File: src/rtl/dwt_haar_stream.sv
// dwt_haar_stream: streaming one-level Haar DWT stage.
// Samples are taken one per cycle, paired within s_last-delimited frames, and
// each pair is turned into an approximation/detail coefficient pair scaled by
// 181/256 (about 1/sqrt(2)) through a two-stage pipeline with full backpressure.
// Optional feature macro: DWT_HAAR_SAT_EN (saturate coefficients instead of
// wrapping them to DATA_W bits).
module dwt_haar_stream #(
  parameter int DATA_W = 16,
  parameter int IDX_W  = 3
) (
  input  logic                     clk,
  input  logic                     rst_n,
  input  logic                     s_valid,
  output logic                     s_ready,
  input  logic signed [DATA_W-1:0] s_data,
  input  logic                     s_last,
  output logic                     m_valid,
  input  logic                     m_ready,
  output logic signed [DATA_W-1:0] m_ca,
  output logic signed [DATA_W-1:0] m_cd,
  output logic [IDX_W-1:0]         m_idx,
  output logic                     m_last,
  output logic                     busy
);

  localparam int P_W = DATA_W + 8;  // product width
  localparam int S_W = DATA_W + 9;  // sum/difference width

  typedef enum logic {ST_EVEN = 1'b0, ST_ODD = 1'b1} pair_state_t;

  pair_state_t              r_state;
  logic signed [DATA_W-1:0] r_x0;

  logic                     r_st1_valid;
  logic signed [DATA_W-1:0] r_st1_x0;
  logic signed [DATA_W-1:0] r_st1_x1;
  logic                     r_st1_last;
  logic [IDX_W-1:0]         r_st1_idx;
  logic [IDX_W-1:0]         r_pair_cnt;

  logic                     w_stage2_free;
  logic                     w_stage1_free;
  logic                     w_xfer;
  logic                     w_launch;
  logic signed [DATA_W-1:0] w_launch_x0;

  logic signed [P_W-1:0]    w_p0;
  logic signed [P_W-1:0]    w_p1;
  logic signed [S_W-1:0]    w_sum;
  logic signed [S_W-1:0]    w_diff;
  logic signed [S_W-1:0]    w_sum_sh;
  logic signed [S_W-1:0]    w_diff_sh;
  logic signed [DATA_W-1:0] w_ca;
  logic signed [DATA_W-1:0] w_cd;

  // Multiply by 181 = 128 + 32 + 16 + 4 + 1 using shifts and adds only.
  function automatic logic signed [P_W-1:0] mul181(input logic signed [DATA_W-1:0] x);
    logic signed [P_W-1:0] xe;
    xe = P_W'(x);
    return (xe <<< 7) + (xe <<< 5) + (xe <<< 4) + (xe <<< 2) + xe;
  endfunction

`ifdef DWT_HAAR_SAT_EN
  // Clamp to the signed DATA_W range when the upper bits are not a pure sign extension.
  function automatic logic signed [DATA_W-1:0] sat_narrow(input logic signed [S_W-1:0] v);
    logic [S_W-DATA_W:0] hi;
    hi = v[S_W-1:DATA_W-1];
    if ((&hi) || !(|hi))
      return v[DATA_W-1:0];
    else if (v[S_W-1])
      return {1'b1, {(DATA_W-1){1'b0}}};
    else
      return {1'b0, {(DATA_W-1){1'b1}}};
  endfunction
`endif

  // Handshake chain: a stage may accept when it is empty or draining this cycle.
  // s_ready therefore depends combinationally on m_ready.
  assign w_stage2_free = !m_valid || m_ready;
  assign w_stage1_free = !r_st1_valid || w_stage2_free;
  assign s_ready       = w_stage1_free;
  assign w_xfer        = s_valid && s_ready;

  // A pair launches on the second sample, or on a lone tail sample seen in EVEN.
  assign w_launch    = w_xfer && ((r_state == ST_ODD) || s_last);
  assign w_launch_x0 = (r_state == ST_ODD) ? r_x0 : s_data;

  assign busy = (r_state == ST_ODD) || r_st1_valid || m_valid;

  // Butterfly on the stage-1 pair; floor rounding comes from the arithmetic shift.
  assign w_p0      = mul181(r_st1_x0);
  assign w_p1      = mul181(r_st1_x1);
  assign w_sum     = S_W'(w_p0) + S_W'(w_p1);
  assign w_diff    = S_W'(w_p0) - S_W'(w_p1);
  assign w_sum_sh  = w_sum >>> 8;
  assign w_diff_sh = w_diff >>> 8;

`ifdef DWT_HAAR_SAT_EN
  assign w_ca = sat_narrow(w_sum_sh);
  assign w_cd = sat_narrow(w_diff_sh);
`else
  // Plain two's-complement wrap: keep the low DATA_W bits.
  logic [2*(S_W-DATA_W)-1:0] w_unused_hi;
  assign w_unused_hi = {w_sum_sh[S_W-1:DATA_W], w_diff_sh[S_W-1:DATA_W]};
  assign w_ca = w_sum_sh[DATA_W-1:0];
  assign w_cd = w_diff_sh[DATA_W-1:0];
`endif

  // Pair FSM: hold the even sample until its partner (or end of frame) arrives.
  always_ff @(posedge clk or negedge rst_n) begin
    if (!rst_n) begin
      r_state <= ST_EVEN;
      r_x0    <= '0;
    end else if (w_xfer) begin
      case (r_state)
        ST_EVEN: begin
          if (!s_last) begin
            r_x0    <= s_data;
            r_state <= ST_ODD;
          end
        end
        ST_ODD: begin
          r_state <= ST_EVEN;
        end
        default: r_state <= ST_EVEN;
      endcase
    end
  end

  // Stage 1: capture the launched pair and stamp it with the in-frame pair index.
  always_ff @(posedge clk or negedge rst_n) begin
    if (!rst_n) begin
      r_st1_valid <= 1'b0;
      r_st1_x0    <= '0;
      r_st1_x1    <= '0;
      r_st1_last  <= 1'b0;
      r_st1_idx   <= '0;
      r_pair_cnt  <= '0;
    end else if (w_launch) begin
      r_st1_valid <= 1'b1;
      r_st1_x0    <= w_launch_x0;
      r_st1_x1    <= s_data;
      r_st1_last  <= s_last;
      r_st1_idx   <= r_pair_cnt;
      r_pair_cnt  <= s_last ? '0 : r_pair_cnt + IDX_W'(1);
    end else if (w_stage2_free) begin
      r_st1_valid <= 1'b0;
    end
  end

  // Stage 2: register coefficients; fields are frozen while the sink stalls.
  always_ff @(posedge clk or negedge rst_n) begin
    if (!rst_n) begin
      m_valid <= 1'b0;
      m_ca    <= '0;
      m_cd    <= '0;
      m_idx   <= '0;
      m_last  <= 1'b0;
    end else if (w_stage2_free) begin
      m_valid <= r_st1_valid;
      if (r_st1_valid) begin
        m_ca   <= w_ca;
        m_cd   <= w_cd;
        m_idx  <= r_st1_idx;
        m_last <= r_st1_last;
      end
    end
  end

endmodule

File: config.mk
export PLATFORM = sky130hd
export DESIGN_NAME = dwt_haar_stream
export DESIGN_NICKNAME = d
export VERILOG_FILES = /design/src/rtl/dwt_haar_stream.sv
export SDC_FILE = /design/constraint.sdc
export NUM_CORES = 1
export LEC_CHECK = 0
export BUFFER_PORTS_ARGS = -buffer_cell sky130_fd_sc_hd__buf_4
export CORE_ASPECT_RATIO = 1.2
export CORE_MARGIN = 2
export CORE_UTILIZATION = 45
export CTS_CLUSTER_SIZE = 8
export DETAILED_ROUTE_END_ITERATION = 6
export PLACE_DENSITY = 0.73
export RECOVER_POWER = 25
export SLEW_MARGIN = 30
export SYNTH_ARGS = -nofsm -noshare
export SYNTH_HDL_FRONTEND = slang
export SYNTH_SLANG_ARGS = --single-unit
File: constraint.sdc
create_clock -name clk -period 6.3 [get_ports clk]
set_input_delay 1.26 -clock clk [delete_from_list [all_inputs] [get_ports clk]]
set_output_delay 1.26 -clock clk [all_outputs]
set_load 0.02 [all_outputs]
==> results of run 1 <==
[synthesized netlist by cell type (all sizes together), types with 15 or more instances]
cell      n  area [um^2]
o21ai    66          334
dfrtp    94         2350
nor2     43          161
a21oi    46          234
fa       80         1600
nand2    81          304
mux2     36          405
a21o     15          113
xnor2    48          420
inv     193          724
clkbuf   22         82.6
ha      115         1440
mux2i    18          180
[through the flow]
stage	hold WS [ps]	util, %	area (um^2)
finish	471	51.8	10500
global placement	448	50.3	10200
CTS	472	51.8	10500
detailed placement	455	50.3	10200
global route	498	51.8	10500
floorplan	433	-	9380
[worst max path at each step]
| stage | to |
|---|---|
| floorplan | m_ca[15] |
| global placement | m_ca[15] |
| detailed placement | m_ca[15] |
| CTS | m_ca[15] |
| global route | m_ca[15] |
| finish | m_ca[15] |
[cells by family after synthesis]
| logic type | count (synthesis) | share of synthesized area, % |
|---|---|---|
| muxes | 54 | 6.24 |
| AOI/OAI and AO/OA | 188 | 12.7 |
| buffers and inverters | 215 | 8.60 |
| DFF | 94 | 25.1 |
| and+or+nand+nor | 193 | 9.52 |
| xor gates and xnor gates | 59 | 5.51 |
| adders and majority gates | 195 | 32.4 |
[state kept, by name, summed over array words and instances (netlist names)]
name / count
m_ca: 16
r_st1_idx: 3
m_valid: 1
r_st1_x1: 16
m_cd: 16
r_pair_cnt: 3
r_st1_x0: 16
r_st1_valid: 1
m_last: 1
r_state: 1
r_x0: 16
m_idx: 3
r_st1_last: 1
[layer usage]
layer	global-route usage, %	part of all wire (%)	vias to the layer above
met2	31.3	47	126
met3	2.00	3.1	22
li1	-	-	3401
met5	0	0	-
met1	24.8	48	3313
met4	5.68	1.8	0
[cell type report]
type,count,area share (%)
inverter,193,6.89
clock inverter,6,0.571
timing repair buffer,78,5.14
tap,265,3.15
multi-input combinational,689,59.6
clock buffer,10,2.27
sequential,94,22.4
[cell usage in the layout (no fill, tap or decap), types with 43 or more instances in the layout]
master | synthesis | routed
inv_1 | 193 | 191
dfrtp_1 | 94 | 94
xnor2_1 | 48 | 48
o21ai_0 | 65 | 65
a21oi_1 | 45 | 44
ha_1 | 115 | 115
fa_1 | 80 | 80
nand2_1 | 81 | 80
buf_4 | 0 | 65
nor2_1 | 43 | 43
[worst max-delay path, cell delays in order (launching register included)]
cell and delay, ps:
dfrtp_1 450, inv_1 190, fa_1 570, inv_1 50
fa_1 470, inv_1 50, fa_1 470, inv_1 40
ha_1 360, a21oi_1 80, o21ai_0 410, nor2_1 110
a31oi_1 350, a21o_1 180, a21oi_1 70, xnor2_1 150
ha_1 420, inv_1 110, nor4_1 540, nand3_1 140
o31ai_1 120, a311oi_2 110, nor2b_1 160, nor2_1 60
xnor2_1 130, o21ai_0 90
==> flow_summary.toml, run 1 <==
[outcome]
status = "finished with violations"
violations = "capacitance limit, slew limit"

[critical_path]
cp-start-kind = "flop"
worst_ep_arrival_time_ps = 6240
r2r_end = "m_ca[15]"
cp-startpoint = "r_st1_x0[8]"
timing.rr.start = "r_st1_x0[8]"
crit_path_end_kind = "flop"
path_max_fanout = 7
path_class = "reg -> reg"
reg2reg_depth = 25
cp_data_required_time_ps = 6510
r2r_setup_slack_ps = 270

[layout]
num-nets-final = 1281
final_cells = 1335
drive_above_1_share_pct = 12.9
syn2layout_area_growth_pct = 12.1
seq_area_mm2 = 0.00235
nFillCells = 1866
antenna_cells = 0
multiInputGateArea_mm2 = 0.00627

[placed_design]
placedCellCount = 1319
portBuffers = 59
place_hpwl_um = 15700
gp_congestion = 0.897
place_ws_ps = 168

[die]
rows = 57
die_h_um = 162
coreArea_mm2 = 0.0203
start_util_pct = 46.2
dieArea_mm2 = 0.0220
chipWidth_um = 136
io_pins = 60

[global_routing]
grt_overflow = 0
grt_max_degree = 66
grt_usage_pct = 18.4
grt_pass1_wl_um = 32700
grt_pass1_vias = 7004
antenna_found_initial = 0

[sta]
finalHoldViolations = 0
worst_slew_pin_slew_ps = 2180
finalSetupViolations = 0
min_period_ps = 6030
finalMaxSlewViolations = 42
slew_headroom_pct = -45.4
setup_slack_ps = 274
min_period_over_period_pct = 95.6
fmax_ghz = 0.166
skew_ps = 13.7
rsz0062_at_grt = "yes"
fin_setup_tns_ps = 0

[synth]
synth_cells = 998
avgSynthCellArea_um2 = 9.40
ys_async_sr_fraction_pct = 100
ys_types = 57
synth_flop_cell = "dfrtp_1"
netlist_area_mm2 = 0.00938
ys_ff_latch = 94
synthesis.nets = 1214
synth_edf_count = 0
yosys_warnings = 0
yosysSeqAreaShare_pct = 25.1

[detailed_routing]
wl_per_cell_um = 14.3
drc_errors = 0
ant_nets = 0
vias = 6862
drtIter0Drc = 253
drt_wl_total_um = 19100
dr.pass1.iters = 4
vias_per_cell = 5.14

[clock_tree]
clock_path_buffers = 2
cts_resized = 0
ctsHoldBuffers = 0
cts_buffers = 9
post_cts_buffers = 0
h-tree-depth = 3
clk_latency_ps = 360
root_buffer = "clkbuf_16"
clk_pin_slew_ps = 70
cts_sinks = 94
cts_tree = "yes"

[min_path]
min_path_cells = 2
holdCritStartpoint = "m_ca[10]"
hp-class = "reg -> reg"
hold-path-endpoint = "m_ca[10]"

[job]
cap_violations = 1
Power of run 1 is not shown: default switching activity piles up to over one toggle a cycle in this logic, so the estimate is an artifact.
==> run 2, diff against run 1 <==
Settings changed: CORE_ASPECT_RATIO 1.2 to 1.1, CORE_UTILIZATION 45 to 40, PLACE_DENSITY 0.73 to 0.68.
==> flow_summary.toml, run 2 (synthesis results as in run 1) <==
[clock_tree]
cts_sinks = 94
clk_latency_ps = 360
h-tree-depth = 3
cts_buffers = 9
ctsHoldBuffers = 0
clk_pin_slew_ps = 70
root_buffer = "clkbuf_16"
clock_path_buffers = 2
cts_tree = "yes"

[layout]
fin_area_mm2 = 0.0105
seq_area_mm2 = 0.00236
syn2layout_area_growth_pct = 12.2
mostFrequentLayoutCell = "inv_1"
multiInputGateArea_mm2 = 0.00628
antenna_cells = 0
layout_common_cells = "inv_1, ha_1, dfrtp_1"
nFillCells = 2267
drive_above_1_share_pct = 12.2
num-nets-final = 1275

[detailed_routing]
vias = 6744
ant_nets = 0
drc_errors = 0
wl_per_cell_um = 14.0
dr.pass1.iters = 4
drt_wl_total_um = 19100
drtIter0Drc = 300
vias_per_cell = 4.94

[min_path]
hp-class = "reg -> reg"

[sta]
fmax_ghz = 0.169
finalHoldViolations = 0
finalSetupViolations = 0
whs_ps = 470
min_period_over_period_pct = 93.8
finalMaxSlewViolations = 33
min_period_ps = 5910
worst_slew_pin_slew_ps = 1760
fin_setup_tns_ps = 0
setup_slack_ps = 390
slew_headroom_pct = -17.4
skew_ps = 11.8

[die]
start_util_pct = 40.9
chipWidth_um = 150
io_pins = 60
rows = 58
coreArea_mm2 = 0.0229
die_h_um = 165
dieArea_mm2 = 0.0247

[job]
cap_violations = 1

[global_routing]
antenna_found_initial = 0
grt_overflow = 0
grt_pass1_wl_um = 32200
grt_pass1_vias = 6740
grt_max_degree = 64
grt_usage_pct = 16.3

[placed_design]
place_hpwl_um = 15700
place_ws_ps = 80.2
post_dp_cell_area_mm2 = 0.0102
gp_congestion = 0.875
portBuffers = 59

[critical_path]
path_max_fanout = 9
worst_ep_arrival_time_ps = 6140
cp_data_required_time_ps = 6530
crit_path_end_kind = "flop"
path_class = "reg -> reg"
cp-start-kind = "flop"

[outcome]
status = "finished with violations"
violations = "capacitance limit, slew limit"
[run 2: cell types whose count changed in the layout (fill, tap and decap cells not counted), moves of 2 or more]
cell	change
buf_4	-14
dfrtp_2	+5
clkbuf_1	+9
clkinv_4	-2
dfrtp_1	-5
clkinvlp_4	+2
bufinv_16	+2
inv_8	-3
[run 2: final timing paths]
path / startpoint / end / slack, ps / cells after the start
worst max-delay path: r_st1_x1[0] / m_cd[13] / 390 / 22
worst min-delay path: m_ca[10] / m_ca[10] / 470 / 2
worst max register to register: r_st1_x1[0] / m_cd[13] / 390 / 22
worst min register to register: m_ca[10] / m_ca[10] / 470 / 2
max in group asynchronous: rst_n / r_st1_x1[0] / 3250 / 2
min in group asynchronous: rst_n / m_ca[12] / 1350 / 1
[run 2: final cells by class]
type | count | share of cell area [%]
timing repair buffer | 72 | 4.42
clock buffer | 10 | 2.18
inverter | 193 | 6.88
multi-input combinational | 689 | 59.7
sequential | 94 | 22.4
clock inverter | 6 | 0.880
tap | 300 | 3.57
[run 2: routing by layer]
layer	wire length [um]	global-route usage [%]	up-vias
li1	-	-	3392
met2	8560	26.4	113
met3	706	2.85	16
met1	9610	22.7	3223
met4	273	4.16	0
met5	0	0	-
[run 2: critical path, cell delays in order, from the launching register on]
cell and delay [ps]:
dfrtp_2 420, inv_1 130, fa_1 540, inv_1 50
fa_1 430, ha_1 280, ha_1 220, fa_1 480
a211oi_1 310, o21ai_0 190, a211oi_2 230, nor2b_1 70
nor2_1 150, xnor2_1 210, ha_1 310, buf_4 170
nor3_1 410, nand3_1 120, a21oi_1 230, o21ai_0 220
a211oi_2 350, or3_1 160, nand3_1 70
[run 2: timing repair]
| item | in CTS | in global routing |
|---|---|---|
| setup endpoints to repair | 0 | 8 |
| gates resized for setup | 0 | 18 |
| buffers inserted | 0 | 0 |
[run 2: stage by stage]
stage	util, %	std cells
2_1_floorplan	-	998
3_3_place_gp	44.6	1348
3_5_place_dp	44.6	1348
4_1_cts	46.0	1364
5_1_grt	45.9	1364
6_report	45.9	1364
Power of run 2 is left out for the same reason.
==> run 3, diff against run 2 <==
Settings changed: ABC_AREA set to 1, CTS_CLUSTER_SIZE 8 to 24, PLACE_DENSITY 0.68 to 0.67.
==> flow_summary.toml, run 3 <==
[clock_tree]
cts_buffers = 9
root_buffer = "clkbuf_16"
cts_resized = 0
clock_path_buffers = 2
clk_latency_ps = 370
clk_pin_slew_ps = 80
cts_tree = "yes"
cts_sinks = 94
ctsHoldBuffers = 0
post_cts_buffers = 0
h-tree-depth = 3

[sta]
fmax_ghz = 0.177
slew_headroom_pct = -36.1
min_period_over_period_pct = 89.8
worst_slew_pin_slew_ps = 2040
finalSetupViolations = 0
fin_setup_tns_ps = 0
finalHoldViolations = 0
skew_ps = 16.9
finalMaxSlewViolations = 72
min_period_ps = 5660
whs_ps = 479
rsz0062_at_grt = "no"

[detailed_routing]
wirelength_met1_um = 13400
dr.pass1.iters = 7
met2_length_um = 13700
vias = 9249
top_layer_used = "met4"
ant_nets = 0
drt_wl_total_um = 29300
wl_met3_um = 1110
vias_per_cell = 5.07
drtIter0Drc = 635
wl_per_cell_um = 16.0
drc_errors = 0

[layout]
antenna_cells = 0
seq_area_mm2 = 0.00235
nFillCells = 2701
mostFrequentLayoutCell = "inv_1"
fin_area_mm2 = 0.0116
multiInputGateArea_mm2 = 0.00693
drive_above_1_share_pct = 5.50
syn2layout_area_growth_pct = 10.1
layout_common_cells = "inv_1, nand2_1, ha_1"
num-nets-final = 1686

[synth]
synthTopCellsByCount = "inv_1, nand2_1, ha_1"
synthesis.nets = 1640
yosys_warnings = 0
avgSynthCellArea_um2 = 7.40
ys_async_sr_fraction_pct = 100
synth_edf_count = 0
synth_area_leaders = "dfrtp_1, fa_1, ha_1, inv_1, nand2_1"
netlist_area_mm2 = 0.0105
ys_ff_latch = 94
netlist.area_leader.share_pct = 22.3
ys_types = 39
synth_flop_cell = "dfrtp_1"
yosysSeqAreaShare_pct = 22.3
synth.most_common_cell = "inv_1"
synth_cells = 1424
yosysTopAreaCell = "dfrtp_1"

[global_routing]
grt_overflow = 0
grt_max_degree = 62
antenna_found_initial = 0
grt_usage_pct = 21.6
grt_pass1_vias = 9284
grt_pass1_wl_um = 47500

[critical_path]
cp_data_required_time_ps = 6550
path_max_fanout = 8
timing.rr.start = "r_st1_x1[0]"
worst_ep_arrival_time_ps = 5900
crit_path_end_kind = "flop"
path_class = "reg -> reg"
cp-startpoint = "r_st1_x1[0]"
cp-start-kind = "flop"
r2r_setup_slack_ps = 640

[die]
coreArea_mm2 = 0.0260
rows = 62
die_h_um = 174
start_util_pct = 40.6
dieArea_mm2 = 0.0277
chipWidth_um = 159
io_pins = 60

[job]
cap_violations = 2

[min_path]
holdCritStartpoint = "m_ca[2]"
hp-class = "reg -> reg"

[placed_design]
gp_congestion = 0.954
portBuffers = 59
post_dp_cell_area_mm2 = 0.0113
place_hpwl_um = 24100

[outcome]
violations = "capacitance limit, slew limit"
status = "finished with violations"
run 3: metrics by stage:
step,utilization (%),setup WS (ps),cells
after floorplan,-,1620,1424
after global placement,43.6,711,1811
after detailed placement,43.6,708,1811
after CTS,44.8,672,1826
after global routing,44.6,273,1826
final,44.6,643,1826
run 3: worst max-delay path: stages (launching register included):
cell	delay, ps
dfrtp_1	500
inv_1	170
fa_1	550
inv_1	50
fa_1	490
fa_1	420
ha_1	380
o21ai_0	430
o21ai_2	150
a21oi_1	210
xor2_1	310
inv_1	80
ha_1	470
inv_1	120
a21oi_1	220
o21ai_0	180
o21bai_1	220
o21bai_1	190
or2_1	220
nand3_1	100
nand2_1	70
run 3: layout make-up:
class	count	share of cell area (%)
multi-input combinational	1001	59.8
sequential	94	20.3
inverter	301	9.74
tap	352	3.80
timing repair buffer	63	3.66
clock buffer	9	1.94
clock inverter	6	0.798
run 3: path summary, 6_finish.rpt:
kind	depth (start not counted)	end
hold reg to reg	2	m_ca[2]
max in group asynchronous	2	m_idx[0]
setup / recovery	20	m_cd[5]
min in group asynchronous	1	m_cd[2]
hold / removal	2	m_ca[2]
setup reg to reg	20	m_cd[5]
run 3: cells by family (layout without fill, tap and decap cells):
| group | count (synthesis) | after routing | share of synthesized area (%) |
|---|---|---|---|
| AO/OA/AOI/OAI | 263 | 263 | 14.0 |
| adder cells (fa/ha/maj) | 195 | 195 | 28.8 |
| buffers and inverters | 329 | 379 | 11.9 |
| AND/OR/NAND/NOR | 506 | 506 | 19.8 |
| flip-flops | 94 | 94 | 22.3 |
| XOR/XNOR | 37 | 37 | 3.07 |
run 3: routing by layer:
metal | global-route usage, % | up-vias
met2 | 36.7 | 259
met3 | 2.27 | 56
met1 | 28.1 | 4336
met5 | 0 | -
met4 | 9.21 | 0
li1 | - | 4598
Power of run 3 is left out for the same reason.
